--- config.mk ---
export PLATFORM = sky130hd
export DESIGN_NAME = neptuno_joy_serial
export DESIGN_NICKNAME = d
export VERILOG_FILES = /design/src/rtl/neptuno_joy_serial.sv
export SDC_FILE = /design/constraint.sdc
export NUM_CORES = 1
export LEC_CHECK = 0
export BUFFER_PORTS_ARGS = -buffer_cell sky130_fd_sc_hd__buf_2
export CAP_MARGIN = 10
export CORE_MARGIN = 4
export CORE_UTILIZATION = 45
export CTS_CLUSTER_SIZE = 10
export DETAILED_ROUTE_END_ITERATION = 10
export GPL_TIMING_DRIVEN = 0
export MAX_ROUTING_LAYER = met4
export PLACE_DENSITY = 0.64
export SETUP_SLACK_MARGIN = 0.1
export SLEW_MARGIN = 0
export SYNTH_ARGS = -nofsm -noshare
export SYNTH_HDL_FRONTEND = slang
export SYNTH_SLANG_ARGS = --single-unit
--- constraint.sdc ---
create_clock -name clk -period 3.2 [get_ports clk]
set_input_delay 0.32 -clock clk [delete_from_list [all_inputs] [get_ports clk]]
set_output_delay 0.32 -clock clk [all_outputs]
set_load 0.02 [all_outputs]
--- src/rtl/neptuno_joy_serial.sv ---
// Polls a 74HC165-style joystick chain and publishes one latched word per poll frame.
// Latency: joy reflects pins sampled within one frame; frame = (2 + 2*TOTAL)*HALF + 1 clk.
// Backpressure: none; free-running poller, joy_valid is a 1-cycle pulse with no ready.
//
// Ports:
//   clk, reset          system clock, asynchronous active-high reset
//   joy_clk, joy_load   shift clock and active-low parallel load driven to the chain
//   joy_data            serial data from the chain (asynchronous, 2-FF synchronised)
//   joy, joy_valid      latched states (1 = pressed) and update strobe
// Optional feature macro JOY_REFLECT_EN adds joy_xclk/joy_xload inputs and the
// joy_xdata output, re-serialising the last raw word to a middleboard.
module neptuno_joy_serial #(
    parameter int CLK_HZ       = 50000000,
    parameter int SHIFT_HZ     = 1000000,
    parameter int NUM_JOY      = 2,
    parameter int BITS_PER_JOY = 12,
    parameter bit ACTIVE_LOW   = 1'b1
) (
    input  logic                            clk,
    input  logic                            reset,
    output logic                            joy_clk,
    output logic                            joy_load,
    input  logic                            joy_data,
    output logic [NUM_JOY*BITS_PER_JOY-1:0] joy,
    output logic                            joy_valid
`ifdef JOY_REFLECT_EN
    ,
    input  logic                            joy_xclk,
    input  logic                            joy_xload,
    output logic                            joy_xdata
`endif
);

    localparam int HALF_DIV = CLK_HZ / (2 * SHIFT_HZ);
    localparam int HALF     = (HALF_DIV < 1) ? 1 : HALF_DIV;
    localparam int TOTAL    = NUM_JOY * BITS_PER_JOY;
    localparam int DIV_W    = (HALF > 1) ? $clog2(HALF) : 1;
    localparam int BIT_W    = $clog2(TOTAL + 1);
    localparam logic [DIV_W-1:0] DIV_MAX  = DIV_W'(HALF - 1);
    localparam logic [BIT_W-1:0] BIT_LAST = BIT_W'(TOTAL - 1);

    typedef enum logic [1:0] {
        ST_LOAD  = 2'd0,
        ST_SHIFT = 2'd1,
        ST_LATCH = 2'd2
    } state_t;

    state_t             r_state,       w_state_nxt;
    logic [DIV_W-1:0]   r_div,         w_div_nxt;
    logic               r_load_tick,   w_load_tick_nxt;
    logic [BIT_W-1:0]   r_bit_cnt,     w_bit_cnt_nxt;
    logic [TOTAL-1:0]   r_shreg,       w_shreg_nxt;
    logic               r_joy_clk,     w_joy_clk_nxt;
    logic               r_joy_load,    w_joy_load_nxt;
    logic [TOTAL-1:0]   r_joy,         w_joy_nxt;
    logic               r_joy_valid,   w_joy_valid_nxt;
    logic               r_data_s1;
    logic               r_data_s2;
    logic               w_tick;

    // The divider is frozen in LATCH so that state costs exactly one clock and
    // the next LOAD starts on a fresh half period.
    assign w_tick = (r_state != ST_LATCH) && (r_div == DIV_MAX);

    always_ff @(posedge clk or posedge reset) begin
        if (reset) begin
            r_state     <= ST_LOAD;
            r_div       <= '0;
            r_load_tick <= 1'b0;
            r_bit_cnt   <= '0;
            r_shreg     <= '0;
            r_joy_clk   <= 1'b0;
            r_joy_load  <= 1'b1;
            r_joy       <= '0;
            r_joy_valid <= 1'b0;
            r_data_s1   <= 1'b1;
            r_data_s2   <= 1'b1;
        end else begin
            r_state     <= w_state_nxt;
            r_div       <= w_div_nxt;
            r_load_tick <= w_load_tick_nxt;
            r_bit_cnt   <= w_bit_cnt_nxt;
            r_shreg     <= w_shreg_nxt;
            r_joy_clk   <= w_joy_clk_nxt;
            r_joy_load  <= w_joy_load_nxt;
            r_joy       <= w_joy_nxt;
            r_joy_valid <= w_joy_valid_nxt;
            r_data_s1   <= joy_data;
            r_data_s2   <= r_data_s1;
        end
    end

    always_comb begin
        w_state_nxt     = r_state;
        w_div_nxt       = r_div;
        w_load_tick_nxt = r_load_tick;
        w_bit_cnt_nxt   = r_bit_cnt;
        w_shreg_nxt     = r_shreg;
        w_joy_clk_nxt   = r_joy_clk;
        w_joy_load_nxt  = r_joy_load;
        w_joy_nxt       = r_joy;
        w_joy_valid_nxt = 1'b0;

        if (r_state != ST_LATCH) begin
            w_div_nxt = w_tick ? '0 : r_div + 1'b1;
        end

        case (r_state)
            ST_LOAD: begin
                w_joy_load_nxt = 1'b0;
                if (w_tick) begin
                    if (r_load_tick) begin
                        w_load_tick_nxt = 1'b0;
                        w_joy_load_nxt  = 1'b1;
                        w_state_nxt     = ST_SHIFT;
                    end else begin
                        w_load_tick_nxt = 1'b1;
                    end
                end
            end
            ST_SHIFT: begin
                if (w_tick) begin
                    if (!r_joy_clk) begin
                        // Sample at the end of the low phase, then raise the clock;
                        // the chain advances on that rising edge.
                        w_shreg_nxt   = {r_shreg[TOTAL-2:0], r_data_s2};
                        w_joy_clk_nxt = 1'b1;
                    end else begin
                        w_joy_clk_nxt = 1'b0;
                        if (r_bit_cnt == BIT_LAST) begin
                            w_bit_cnt_nxt  = '0;
                            w_joy_load_nxt = 1'b0;
                            w_state_nxt    = ST_LATCH;
                        end else begin
                            w_bit_cnt_nxt = r_bit_cnt + 1'b1;
                        end
                    end
                end
            end
            ST_LATCH: begin
                w_joy_nxt       = ACTIVE_LOW ? ~r_shreg : r_shreg;
                w_joy_valid_nxt = 1'b1;
                w_state_nxt     = ST_LOAD;
            end
            default: begin
                w_state_nxt = ST_LOAD;
            end
        endcase
    end

    assign joy_clk   = r_joy_clk;
    assign joy_load  = r_joy_load;
    assign joy       = r_joy;
    assign joy_valid = r_joy_valid;

`ifdef JOY_REFLECT_EN
    // Chain emulation toward the middleboard, fed with the raw (uninverted) word.
    logic [TOTAL-1:0] r_raw;
    logic [TOTAL-1:0] r_rsr;
    logic             r_xclk_s1;
    logic             r_xclk_s2;
    logic             r_xclk_s3;
    logic             r_xload_s1;
    logic             r_xload_s2;

    always_ff @(posedge clk or posedge reset) begin
        if (reset) begin
            r_raw      <= '1;
            r_rsr      <= '1;
            r_xclk_s1  <= 1'b0;
            r_xclk_s2  <= 1'b0;
            r_xclk_s3  <= 1'b0;
            r_xload_s1 <= 1'b1;
            r_xload_s2 <= 1'b1;
        end else begin
            r_xclk_s1  <= joy_xclk;
            r_xclk_s2  <= r_xclk_s1;
            r_xclk_s3  <= r_xclk_s2;
            r_xload_s1 <= joy_xload;
            r_xload_s2 <= r_xload_s1;
            if (r_state == ST_LATCH) begin
                r_raw <= r_shreg;
            end
            // rsr only picks up a new frame on load, so a local LATCH mid-transfer
            // cannot corrupt the word being shifted out.
            if (!r_xload_s2) begin
                r_rsr <= r_raw;
            end else if (r_xclk_s2 && !r_xclk_s3) begin
                r_rsr <= {r_rsr[TOTAL-2:0], 1'b1};
            end
        end
    end

    assign joy_xdata = r_rsr[TOTAL-1];
`endif

endmodule

* Word-level counts from Yosys, hierarchy flattened
Cells that the tools add are included.
** Storage, ports and cells
- Register bits :: 66
- Input port bits :: 3
- Word-level logic and storage cells :: 51
** Cells by class
- Add/sub/neg operators :: 2
- Equality and inequality tests :: 10
- Mux-type cells :: 17
- Bitwise operators :: 2
- Reductions and logical operators :: 9
** Operators by type and width (count)
- $not 24->24 :: 1
- $ne 2x2->1 const B :: 6
- $add 5x1->5 const B :: 2
- $eq 5x5->1 const B :: 2
- $mux 2 :: 5
- $mux 5 :: 2
- $mux 1 :: 8
- $reduce_and 3->1 :: 2
- $reduce_and 5->1 :: 1
- $pmux 2 s2 :: 1
- $reduce_and 2->1 :: 2
- $reduce_and 4->1 :: 1
- $eq 2x1->1 const B :: 1
- $eq 2x2->1 const B :: 1
- $logic_not 2->1 :: 1
- $pmux 1 s2 :: 1
- $reduce_bool 2->1 :: 1
- $logic_and 1x1->1 :: 1
- $not 1->1 :: 1

* Longest topological paths before layout
- Depth after elaboration :: 5
- Gate-level depth with buffers :: 7

* Worst setup path after synthesis
Ideal clock, no wire load.
- Path kind :: register to register
- Start :: register r_div[0]
- End :: register r_shreg[19]
- Library setup time :: 127 ps
- Arrival :: 1815 ps
- Data required time :: 3073 ps
- Path slack :: 1258 ps
- Cell stages (with the launch flop) :: 8
- Cells stage by stage :: dfrtp_1 inv_1 ha_1 nand4b_2 or3_4 nor2_8 buf_12 mux2_1
** On the way
- Longest elaborated chain between the ends :: 3
** Ends and longest elaborated chain
- from (decl) :: RTL line 49 : logic [DIV_W-1:0] r_div, w_div_nxt;
- from (signal assigned) :: RTL line 80 : r_div <= w_div_nxt;
- $eq 5x5->1 :: RTL line 63 : assign w_tick = (r_state != ST_LATCH) && (r_div == DIV_MAX);
- $logic_and 1x1->1 :: RTL line 63
- $reduce_and 3->1 (no line)
- to (signal assigned) :: RTL line 83 : r_shreg <= w_shreg_nxt;
- to (decl) :: RTL line 52 : logic [TOTAL-1:0] r_shreg, w_shreg_nxt;
No other way between the ends.
A chain may end at the register's enable or synchronous reset.

* Worst setup path after layout
Ends and elaborated chain as after synthesis.

==> key figures <==
Status
  – Outcome: complete, no violations

Yosys
  – Largest family of logic cells by synthesized area: multiplexers
  – XOR/XNOR share of the synthesized area: 0.9924%
  – #FFs+latches synth: 66
  – Synth Area in Simple Gates: 10.07%
  – Post-Syn Area: 0.002648 mm^2
  – YS warnings: 0
  – Netlist cell types: 32
  – Syn Area/Cell: 13.11 um^2
  – Post-synthesis mux area share: 14.46%
  – Register area share after synthesis: 62.52%
  – Syn Inst Count: 202
  – Adder-cell share of the synthesized area: 1.418%
  – Synth Area in Compound Gates: 7.183%
  – Post-synthesis net count: 208

Power
  – Switching share of power: 19.07%
  – Total Power: 1.635 mW
  – Pleak: 1.570 nW
  – Worst ir drop on vdd: 0.0002403 V
  – Psw: 311.7 uW
  – Reg power frac: 51.2%
  – Int Power: 1.323 mW
  – Combinational share of power: 1.2%
  – Clock power frac: 47.6%
  – PD cells: 523.0 mW/mm^2

Setup path
  – Crit path capture type: flop
  – Req. time, crit path: 3.42 ns
  – CP startpoint: r_div[0]
  – Critical Path Start Type: flop
  – Crit path max fanout: 10
  – R2r startpoint: r_div[0]
  – Worst reg2reg setup slack: 1.08 ns
  – Critical Path AT: 2.34 ns
  – Critical path class: reg -> reg

Routing
  – Post-Route WL: 4356 um
  – Iter 0 DRT Violations: 82
  – DRC: 0
  – Avg Vias per Cell: 4.966
  – DR WL/cell: 13.61 um
  – DR vias: 1,589
  – Drt pass-1 iters: 4
  – Routed Antenna Nets: 0

Cells and area
  – Layout cells sized above 1: 31.85%
  – Area growth syn-to-layout: 18.05%
  – Leading cell type in the layout, fill and taps excluded: dfrtp_1
  – Nets: 249
  – Most frequent cells in the layout: 63 x dfrtp_1, 32 x nand2_1, 29 x buf_2
  – Fillers: 500
  – ANT cells: 0

Global route
  – Global route overflow: 0
  – Initial antenna violation count: 0
  – First-pass GRT wire length: 7638 um
  – All-layer global routing usage: 13.97%
  – Vias in the first global route: 1,606
  – Largest net degree at the start of global routing: 42

Floorplan
  – Core Area: 0.005608 mm^2
  – Die X: 84.71 um
  – Rows: 27
  – Die ar.: 0.007175 mm^2
  – Initial Util: 47.21%
  – Boundary Pins: 30
  – Die Span Y: 84.71 um

CTS
  – Root cell of the clock tree: clkbuf_8
  – Reg clk slew, reported paths: 0.07 ns
  – Longest Clk Path Bufs: 2
  – CTS Sinks: 66
  – Worst-Skew Late Latency: 0.34 ns
  – Setup Buffers After CTS: 0
  – H-tree depth: 3
  – Post-CTS sizing: 0
  – Hold buffers post-CTS: 0
  – CTS Buf Count: 9
  – CTS tree: built

STA
  – Slew Viols, Final: 0
  – Clock Skew: 0.009011 ns
  – # setup viols final: 0
  – Tcrit/Tclk final: 66.14%
  – Final Hold Fails: 0
  – Slew HR: 61.76%
  – Post-layout minimum cycle time: 2.116 ns
  – Fmax: 472.5 MHz
  – Setup total negative slack: 0 ns
  – Worst-Margin Slew: 0.5728 ns
  – RSZ-0062 raised after global routing: no

Min path
  – Worst min path class: in -> async

Flow run
  – Maxcap violations: 0

Placed design
  – Port-buffer cells: 29
  – GP Congestion: 0.7132
  – DP HPWL: 2992 um
-- sequential cells by signal, summed over array words and instances, names as in the netlist --
signal and count:
r_load_tick 1, joy_clk 1, joy_valid 1, r_div 5
joy 24, r_data_s1 1, r_bit_cnt 5, r_state 2
joy_load 1, r_shreg 24, r_data_s2 1
-- layer usage --
| layer | wire, um | global-route usage, % | vias up |
|---|---|---|---|
| met5 | 0 | - | - |
| met4 | 39 | 5.180 | 0 |
| met3 | 155 | 5.103 | 4 |
| met2 | 2020 | 19.79 | 28 |
| met1 | 2141 | 18.39 | 783 |
| li1 | - | - | 774 |
-- Yosys cell counts --
cell type,instances,area (um^2)
nand3_1,5,25.02
nor2b_1,1,6.260
nor3_2,1,10.01
ha_1,3,37.54
nand2b_1,1,6.260
o22ai_1,2,12.51
mux2_1,2,22.52
nand2_1,32,120.1
nand4b_2,1,15.01
nand4_1,1,6.260
and4b_1,2,20.02
a21oi_1,3,15.01
dfrtp_1,63,1577
nor2_8,1,20.02
and2_1,1,6.260
or3_4,1,11.26
o211ai_1,1,7.510
nor2_1,1,3.750
inv_1,7,26.28
o21ai_0,28,140.1
xnor2_1,2,17.52
dfstp_2,3,78.83
buf_12,2,40.04
buf_1,1,3.750
mux2_4,18,270.3
a22o_1,1,8.760
xor2_1,1,8.760
and3_1,1,6.260
mux2_2,8,90.09
clkbuf_1,5,18.77
nor3_1,2,10.01
a31oi_1,1,6.260
-- per-stage QoR --
step                hold slack, ns  setup slack [ns]  cell area, um^2  util, %  std cells
floorplan                   0.3245             1.230             2648        -        202
finish                     0.03790             1.084             3126    55.73        320
CTS                        0.04202             1.055             3126    55.73        320
detailed placement          0.3497             1.061             2903    51.76        304
global route               0.06721            0.9454             3126    55.73        320
global placement            0.3496            0.4757             2883    51.41        303
-- power groups by stage --
| stage | registers, mW | clock network, mW | logic (mW) |
|---|---|---|---|
| floorplan | 0.852 | 0 | 0.0122 |
| global placement | 0.852 | 0 | 0.0175 |
| detailed placement | 0.852 | 0 | 0.0210 |
| CTS | 0.837 | 0.798 | 0.0211 |
| global route | 0.836 | 0.834 | 0.0235 |
| finish | 0.837 | 0.778 | 0.0194 |
-- worst paths after layout --
path                               end  cells after the start
min in group clk             r_data_s1                      1
max reg2reg                r_shreg[19]                      7
max in group asynchronous    r_data_s1                      3
min reg2reg                  r_data_s2                      0
max                        r_shreg[19]                      7
min                            joy[20]                      2
-- logic make-up after synthesis --
kind of cell	count (synthesis)
flip-flops	66
AND/OR/NAND/NOR	51
AO/OA/AOI/OAI	36
multiplexers	28
buffers and inverters	15
XOR/XNOR	3
adder cells (fa/ha/maj)	3
-- critical path, cell delays in order, from the launching register on --
cell      delay, ns
dfrtp_1        0.39
inv_1          0.10
ha_1           0.21
nand4b_2       0.20
or3_4          0.42
nor2_8         0.19
buf_12         0.17
mux2_1         0.32
-- cell type report --
type / count / area (um^2) / share of cell area [%]
Clock buffer: 14 / 162.7 / 5.204
Inverter: 7 / 26.28 / 0.8407
Clock inverter: 2 / 60.06 / 1.922
Timing Repair Buffer: 30 / 165.2 / 5.284
Sequential cell: 66 / 1655 / 52.96
Buffer: 8 / 62.56 / 2.002
Multi-Input combinational cell: 121 / 903.4 / 28.90
Tap cell: 72 / 90.09 / 2.882
Power figures use the tool's default switching activity.
